[src/rtl/vesa_timing_gen_cfg.sv]
// Runtime-configurable VESA timing generator with shadowed geometry/polarity.
// Config is staged in a pending register and copied to the shadow at frame wrap (or at once in IDLE).
module vesa_timing_gen_cfg #(
  parameter int CNT_W    = 16,
  parameter int FCNT_W   = 16,
  parameter int H_ACTIVE = 1920,
  parameter int H_FP     = 88,
  parameter int H_SYNC   = 44,
  parameter int H_BP     = 148,
  parameter int V_ACTIVE = 1080,
  parameter int V_FP     = 4,
  parameter int V_SYNC   = 5,
  parameter int V_BP     = 31,
  parameter int HS_POL   = 1,
  parameter int VS_POL   = 1
) (
  input  logic              clk,
  input  logic              rst_n,
  input  logic              en,
  input  logic [CNT_W-1:0]  cfg_h_active,
  input  logic [CNT_W-1:0]  cfg_h_fp,
  input  logic [CNT_W-1:0]  cfg_h_sync,
  input  logic [CNT_W-1:0]  cfg_h_bp,
  input  logic [CNT_W-1:0]  cfg_v_active,
  input  logic [CNT_W-1:0]  cfg_v_fp,
  input  logic [CNT_W-1:0]  cfg_v_sync,
  input  logic [CNT_W-1:0]  cfg_v_bp,
  input  logic              cfg_hs_pol,
  input  logic              cfg_vs_pol,
  input  logic              cfg_update,
  output logic              cfg_ack,
  output logic              cfg_err,
  output logic              hsync,
  output logic              vsync,
  output logic              de,
  output logic              frame_valid,
  output logic [CNT_W-1:0]  h_count,
  output logic [CNT_W-1:0]  v_count,
  output logic              line_start,
  output logic              frame_start,
  output logic [FCNT_W-1:0] frame_cnt
);

  localparam int TW = CNT_W + 2;
  localparam logic [TW-1:0] TOT_MAX = (TW'(1) << CNT_W) - TW'(1);

  typedef enum logic {IDLE = 1'b0, RUN = 1'b1} state_t;

  typedef struct packed {
    logic [CNT_W-1:0] ha;
    logic [CNT_W-1:0] hfp;
    logic [CNT_W-1:0] hsy;
    logic [CNT_W-1:0] hbp;
    logic [CNT_W-1:0] va;
    logic [CNT_W-1:0] vfp;
    logic [CNT_W-1:0] vsy;
    logic [CNT_W-1:0] vbp;
    logic             hpol;
    logic             vpol;
  } geom_t;

  localparam geom_t GEOM_RST = '{
    ha: CNT_W'(H_ACTIVE), hfp: CNT_W'(H_FP), hsy: CNT_W'(H_SYNC), hbp: CNT_W'(H_BP),
    va: CNT_W'(V_ACTIVE), vfp: CNT_W'(V_FP), vsy: CNT_W'(V_SYNC), vbp: CNT_W'(V_BP),
    hpol: 1'(HS_POL), vpol: 1'(VS_POL)
  };

  function automatic logic [TW-1:0] sum4(input logic [CNT_W-1:0] a, input logic [CNT_W-1:0] b,
                                         input logic [CNT_W-1:0] c, input logic [CNT_W-1:0] d);
    return TW'(a) + TW'(b) + TW'(c) + TW'(d);
  endfunction

  state_t              state_q, state_d;
  logic [CNT_W-1:0]    h_q, h_d, v_q, v_d;
  geom_t               shadow_q, shadow_d, pend_q, pend_d, cfg_geom;
  logic                pend_valid_q, pend_valid_d;
  logic                cfg_ack_q, cfg_ack_d, cfg_err_q, cfg_err_d;
  logic                hsync_q, hsync_d, vsync_q, vsync_d;
  logic                de_q, de_d, frame_valid_q, frame_valid_d;
  logic                line_start_q, line_start_d, frame_start_q, frame_start_d;
  logic [FCNT_W-1:0]   frame_cnt_q, frame_cnt_d;
  logic [TW-1:0]       ht, vt, h_tot_cfg, v_tot_cfg;
  logic [TW-1:0]       h_ext, v_ext, hs_lo, hs_hi, vs_lo, vs_hi;
  logic                h_last, v_last, apply, cfg_ok;

  always_comb begin
    state_d      = state_q;
    h_d          = h_q;
    v_d          = v_q;
    shadow_d     = shadow_q;
    pend_d       = pend_q;
    pend_valid_d = pend_valid_q;
    cfg_ack_d    = 1'b0;
    cfg_err_d    = cfg_err_q;
    frame_cnt_d  = frame_cnt_q + FCNT_W'(frame_start_q);
    apply        = 1'b0;

    ht     = sum4(shadow_q.ha, shadow_q.hfp, shadow_q.hsy, shadow_q.hbp);
    vt     = sum4(shadow_q.va, shadow_q.vfp, shadow_q.vsy, shadow_q.vbp);
    h_last = (TW'(h_q) == ht - TW'(1));
    v_last = (TW'(v_q) == vt - TW'(1));

    case (state_q)
      IDLE: begin
        h_d   = '0;
        v_d   = '0;
        apply = pend_valid_q;
        if (en) state_d = RUN;
      end
      RUN: begin
        if (h_last) begin
          h_d = '0;
          if (v_last) begin
            v_d   = '0;
            apply = pend_valid_q;
            if (!en) state_d = IDLE;
          end else begin
            v_d = v_q + CNT_W'(1);
          end
        end else begin
          h_d = h_q + CNT_W'(1);
        end
      end
      default: state_d = IDLE;
    endcase

    // Apply uses the old pending value so a same-cycle capture stays pending.
    if (apply) begin
      shadow_d     = pend_q;
      pend_valid_d = 1'b0;
      cfg_ack_d    = 1'b1;
    end

    cfg_geom = '{
      ha: cfg_h_active, hfp: cfg_h_fp, hsy: cfg_h_sync, hbp: cfg_h_bp,
      va: cfg_v_active, vfp: cfg_v_fp, vsy: cfg_v_sync, vbp: cfg_v_bp,
      hpol: cfg_hs_pol, vpol: cfg_vs_pol
    };
    h_tot_cfg = sum4(cfg_h_active, cfg_h_fp, cfg_h_sync, cfg_h_bp);
    v_tot_cfg = sum4(cfg_v_active, cfg_v_fp, cfg_v_sync, cfg_v_bp);
    cfg_ok    = (cfg_h_active != '0) && (cfg_h_sync != '0) &&
                (cfg_v_active != '0) && (cfg_v_sync != '0) &&
                (h_tot_cfg <= TOT_MAX) && (v_tot_cfg <= TOT_MAX);

    if (cfg_update) begin
      if (cfg_ok) begin
        pend_d       = cfg_geom;
        pend_valid_d = 1'b1;
        cfg_err_d    = 1'b0;
      end else begin
        cfg_err_d    = 1'b1;
      end
    end

    // Outputs are decoded from the next position and geometry so they register alongside the counts.
    h_ext = TW'(h_d);
    v_ext = TW'(v_d);
    hs_lo = TW'(shadow_d.ha) + TW'(shadow_d.hfp);
    hs_hi = hs_lo + TW'(shadow_d.hsy);
    vs_lo = TW'(shadow_d.va) + TW'(shadow_d.vfp);
    vs_hi = vs_lo + TW'(shadow_d.vsy);

    de_d          = 1'b0;
    frame_valid_d = 1'b0;
    line_start_d  = 1'b0;
    frame_start_d = 1'b0;
    hsync_d       = ~shadow_d.hpol;
    vsync_d       = ~shadow_d.vpol;
    if (state_d == RUN) begin
      frame_valid_d = (v_ext < TW'(shadow_d.va));
      de_d          = frame_valid_d && (h_ext < TW'(shadow_d.ha));
      hsync_d       = ((h_ext >= hs_lo) && (h_ext < hs_hi)) ? shadow_d.hpol : ~shadow_d.hpol;
      vsync_d       = ((v_ext >= vs_lo) && (v_ext < vs_hi)) ? shadow_d.vpol : ~shadow_d.vpol;
      line_start_d  = (h_d == '0);
      frame_start_d = line_start_d && (v_d == '0);
    end
  end

  always_ff @(posedge clk) begin
    if (!rst_n) begin
      state_q       <= IDLE;
      h_q           <= '0;
      v_q           <= '0;
      shadow_q      <= GEOM_RST;
      pend_q        <= GEOM_RST;
      pend_valid_q  <= 1'b0;
      cfg_ack_q     <= 1'b0;
      cfg_err_q     <= 1'b0;
      hsync_q       <= ~1'(HS_POL);
      vsync_q       <= ~1'(VS_POL);
      de_q          <= 1'b0;
      frame_valid_q <= 1'b0;
      line_start_q  <= 1'b0;
      frame_start_q <= 1'b0;
      frame_cnt_q   <= '0;
    end else begin
      state_q       <= state_d;
      h_q           <= h_d;
      v_q           <= v_d;
      shadow_q      <= shadow_d;
      pend_q        <= pend_d;
      pend_valid_q  <= pend_valid_d;
      cfg_ack_q     <= cfg_ack_d;
      cfg_err_q     <= cfg_err_d;
      hsync_q       <= hsync_d;
      vsync_q       <= vsync_d;
      de_q          <= de_d;
      frame_valid_q <= frame_valid_d;
      line_start_q  <= line_start_d;
      frame_start_q <= frame_start_d;
      frame_cnt_q   <= frame_cnt_d;
    end
  end

  assign cfg_ack     = cfg_ack_q;
  assign cfg_err     = cfg_err_q;
  assign hsync       = hsync_q;
  assign vsync       = vsync_q;
  assign de          = de_q;
  assign frame_valid = frame_valid_q;
  assign h_count     = h_q;
  assign v_count     = v_q;
  assign line_start  = line_start_q;
  assign frame_start = frame_start_q;
  assign frame_cnt   = frame_cnt_q;

endmodule

[config.mk]
export PLATFORM = sky130hd
export DESIGN_NAME = vesa_timing_gen_cfg
export DESIGN_NICKNAME = d
export VERILOG_FILES = /design/src/rtl/vesa_timing_gen_cfg.sv
export SDC_FILE = /design/constraint.sdc
export NUM_CORES = 1
export LEC_CHECK = 0
export CORE_MARGIN = 3
export CORE_UTILIZATION = 45
export DETAILED_ROUTE_END_ITERATION = 10
export PLACE_DENSITY_LB_ADDON = 0.12
export REMOVE_ABC_BUFFERS = 1
export SETUP_SLACK_MARGIN = 0.3
export SYNTH_ARGS = -nofsm -noshare
export SYNTH_HDL_FRONTEND = slang
export SYNTH_SLANG_ARGS = --single-unit
[constraint.sdc]
create_clock -name clk -period 11 [get_ports clk]
set_clock_uncertainty 0.05 [all_clocks]
set_input_delay 1.65 -clock clk [delete_from_list [all_inputs] [get_ports clk]]
set_output_delay 1.65 -clock clk [all_outputs]
set_load 0.02 [all_outputs]
==> Implementation_results.wiki <==
{| class="wikitable"
! Metric !! Value
|-
| Outcome || complete, but fails checks
|-
| Failing checks || capacitance limit
|-
| Share of the yosys chip area belonging to registers || 26.7%
|-
| Number of library cell types mapped by synthesis || 78
|-
| Portion of total power attributed to combinational logic || 16.4%
|-
| Via total after detailed routing || 19300
|-
| Transition at the pin with the smallest max-transition slack || 1.47 ns
|-
| H-tree levels || 2
|-
| Area delta synth->final || 18.6%
|-
| Switching fraction of total power || 26.9%
|-
| FF+latch count, synth || 318
|-
| Area fraction of the dominant cell type after synthesis || 26.7%
|-
| Placeable core area || 0.0518 mm^2
|-
| Setup violations, final || 0
|-
| Worst setup timing slack at the placement stage || 0.0843 ns
|-
| Synth warn || 0
|-
| First-iteration detailed-routing DRC count || 1313
|-
| Dpl cell area || 0.0265 mm^2
|-
| Initial standard-cell utilization of the core || 46.0%
|-
| Max-cap violations || 1
|-
| Die extent in y || 236 um
|-
| Internal power contribution || 2.30 mW
|-
| Fraction of layout instances using a drive strength above 1 || 8.41%
|-
| Proportion of power drawn by flip-flops and latches || 38.3%
|-
| Hold bufs inserted after CTS || 0
|-
| Worst slew slack as a fraction of its limit || 1.15%
|-
| Post-detailed-route count of antenna-violating nets || 0
|-
| Pin count of the biggest net entering global routing || 74
|-
| Largest buffer count on any clock path || 3
|-
| Mean post-synth cell area || 9.13 um^2
|-
| Detailed-route DRC error count || 0
|-
| Minimum clock period || 10.25 ns
|-
| Crit path launch type || flop
|-
| Async set or reset register ratio after synthesis || 0%
|-
| Cts bufs inserted || 40
|-
| Power per unit of standard cell area || 111 mW/mm^2
|-
| Maximum clock frequency || 97.5 MHz
|-
| Hold Vio Cnt, Final || 0
|-
| Psw || 0.845 mW
|-
| Endpoint arrival time on the critical path || 10.64 ns
|-
| DP HPWL || 59600 um
|-
| Worst skew pair latency || 0.58 ns
|-
| Most common library cells after synthesis || sky130_fd_sc_hd__dfxtp_1, sky130_fd_sc_hd__nor2_1, sky130_fd_sc_hd__ha_1
|-
| Vias in the first global route || 19300
|-
| Leakage power || 12.5 nW
|-
| Routability cong. || 0.991
|-
| Die area || 0.0557 mm^2
|-
| IO buf count || 189
|-
| Num rows || 83
|-
| Critical path's largest stage delay || 0.55 ns
|-
| Critical path's slowest cell || sky130_fd_sc_hd__or4_4
|-
| Global-route wire length before repair || 113000 um
|-
| Post-route fraction of the period consumed by the critical path || 93.2%
|-
| Total routing usage reported by global routing || 25.9%
|-
| Drt total wl || 73900 um
|-
| Worst Path Required || 11.38 ns
|-
| Ant. Diodes || 0
|-
| Pre-antenna DRT Iters || 5
|-
| Core Util, Final || 54.5%
|-
| Pins over their slew limit || 0
|-
| Mapped cell area || 0.0238 mm^2
|-
| Initial antenna violation count || 0
|-
| Non-filler cells in the finished layout || 3511
|-
| Clock tree sinks || 318
|-
| Final worst-path setup slack || 0.747 ns
|-
| Clock share of power || 45.3%
|-
| Hold Slack || 0.421 ns
|-
| Crit path kind || reg -> reg
|-
| IR drop worst, VDD || 86.6 uV
|-
| Tot Pwr || 3.15 mW
|-
| Gr ovfl total || 0
|-
| Clock-pin slew on the worst setup and hold paths || 0.06 ns
|-
| Dominant cell type by area after synthesis || sky130_fd_sc_hd__dfxtp_1
|-
| Drt wl/cell || 21.0 um
|-
| Unrepaired setup endpoints after global routing || no
|-
| Top post-synthesis cells by area || sky130_fd_sc_hd__dfxtp_1, sky130_fd_sc_hd__ha_1, sky130_fd_sc_hd__fa_1, sky130_fd_sc_hd__mux2i_1, sky130_fd_sc_hd__nor2_1
|-
| Most common cell type on the critical path || sky130_fd_sc_hd__ha_1
|-
| Vias per cell || 5.50
|-
| Accumulated negative setup slack || 0 ns
|-
| Number of flops mapped to enable cells by yosys || 0
|-
| Path type of the worst min-delay path || reg -> reg
|-
| Highest net fanout along the worst path || 11
|-
| Worst R2R Setup Slack || 0.75 ns
|-
| Most common cell in the synthesized netlist || sky130_fd_sc_hd__dfxtp_1
|-
| Area of all placed cells without fillers || 0.0283 mm^2
|-
| Gate count of the mapped netlist || 2610
|-
| # IOs || 190
|-
| Clock root buffer master || sky130_fd_sc_hd__clkbuf_16
|-
| Instance count after placement with tap cells included || 3426
|-
| CTS tree || yes
|-
| Final layout net count || 3330
|-
| Die width || 236 um
|-
| Critical Path End Type || flop
|-
| Post-synth top flop || sky130_fd_sc_hd__dfxtp_1
|}
path summary, 6_finish.rpt:
path | start | to | depth (start not counted)
max | shadow_q[3] | hsync | 43
min | pend_q[6] | pend_q[6] | 2
max reg2reg | shadow_q[3] | hsync | 43
min reg2reg | pend_q[6] | pend_q[6] | 2
repair_timing:
| item | CTS | global route |
|---|---|---|
| endpoints found under the setup margin | 2 | 2 |
| setup buffers | 0 | 10 |
| pin swaps | 1 | 11 |
| hold endpoints to repair | 0 | 0 |
| gates resized for setup | 4 | 42 |
| gates cloned | 0 | 2 |
flip-flops by register name (all words and copies together) (netlist names):
register / cells
cfg_ack: 1
frame_start: 1
shadow_q: 130
v_count: 16
frame_cnt: 16
cfg_err: 1
frame_valid: 1
vsync: 1
h_count: 16
pend_q: 130
hsync: 1
de: 1
line_start: 1
state_q: 1
pend_valid_q: 1
metal layers:
| metal | global-route usage, % | routed length [um] | vias up |
|---|---|---|---|
| met3 | 5.61 | 4740 | 113 |
| met4 | 7.30 | 2160 | 0 |
| met5 | 0 | 0 | - |
| met1 | 37.2 | 35400 | 9332 |
| li1 | - | - | 9313 |
| met2 | 39.1 | 31600 | 545 |
cell type report:
type,instances,area (um^2)
Clock buffer,58,1180
Clock inverter,15,245
Fill cell,4820,23600
Inverter,244,921
Multi-Input combinational cell,1960,16400
Sequential cell,318,6370
Tap cell,680,851
Timing Repair Buffer,236,2300
worst max-delay path: cells and delay by family (launching register included):
| kind | cells | cell delay [ns] |
|---|---|---|
| AOI/OAI and AO/OA | 13 | 2.34 |
| xor gates and xnor gates | 2 | 0.23 |
| adders and majority gates | 8 | 2.82 |
| buffers and inverters | 6 | 0.68 |
| DFF | 1 | 0.32 |
| muxes | 2 | 0.39 |
| and+or+nand+nor | 12 | 3.32 |
cells in the final DEF, fill, tap and decap left out, types with 44 or more instances in the layout:
cell type                         count
sky130_fd_sc_hd__o21ai_0             76
sky130_fd_sc_hd__ha_1               265
sky130_fd_sc_hd__mux2_2              60
sky130_fd_sc_hd__a21o_1              52
sky130_fd_sc_hd__xnor2_1             89
sky130_fd_sc_hd__nand3_1             46
sky130_fd_sc_hd__inv_1              243
sky130_fd_sc_hd__and2_1              56
sky130_fd_sc_hd__dfxtp_1            318
sky130_fd_sc_hd__clkbuf_16           44
sky130_fd_sc_hd__nand2_1            143
sky130_fd_sc_hd__nor2_1             296
sky130_fd_sc_hd__fa_1               128
sky130_fd_sc_hd__xor2_1              67
sky130_fd_sc_hd__clkdlybuf4s50_1    188
sky130_fd_sc_hd__a21oi_1             97
sky130_fd_sc_hd__mux2i_1            192
logic make-up (layout without fill, tap and decap cells):
logic type | Yosys count | in the layout | synth area share, %
xor gates and xnor gates | 158 | 158 | 5.84
muxes | 261 | 261 | 11.3
AOI/OAI and AO/OA | 369 | 369 | 10.1
and+or+nand+nor | 771 | 771 | 15.6
DFF | 318 | 318 | 26.7
adders and majority gates | 401 | 401 | 25.1
buffers and inverters | 332 | 553 | 5.30
power by group through the flow:
stage	sequential (mW)	combinational [mW]	clock, mW
floorplan	1.22	0.371	0
global placement	1.23	0.497	0
detailed placement	1.23	0.507	0
CTS	1.20	0.512	1.45
global route	1.21	0.570	1.50
finish	1.20	0.516	1.43
Power figures use the tool's default switching activity.
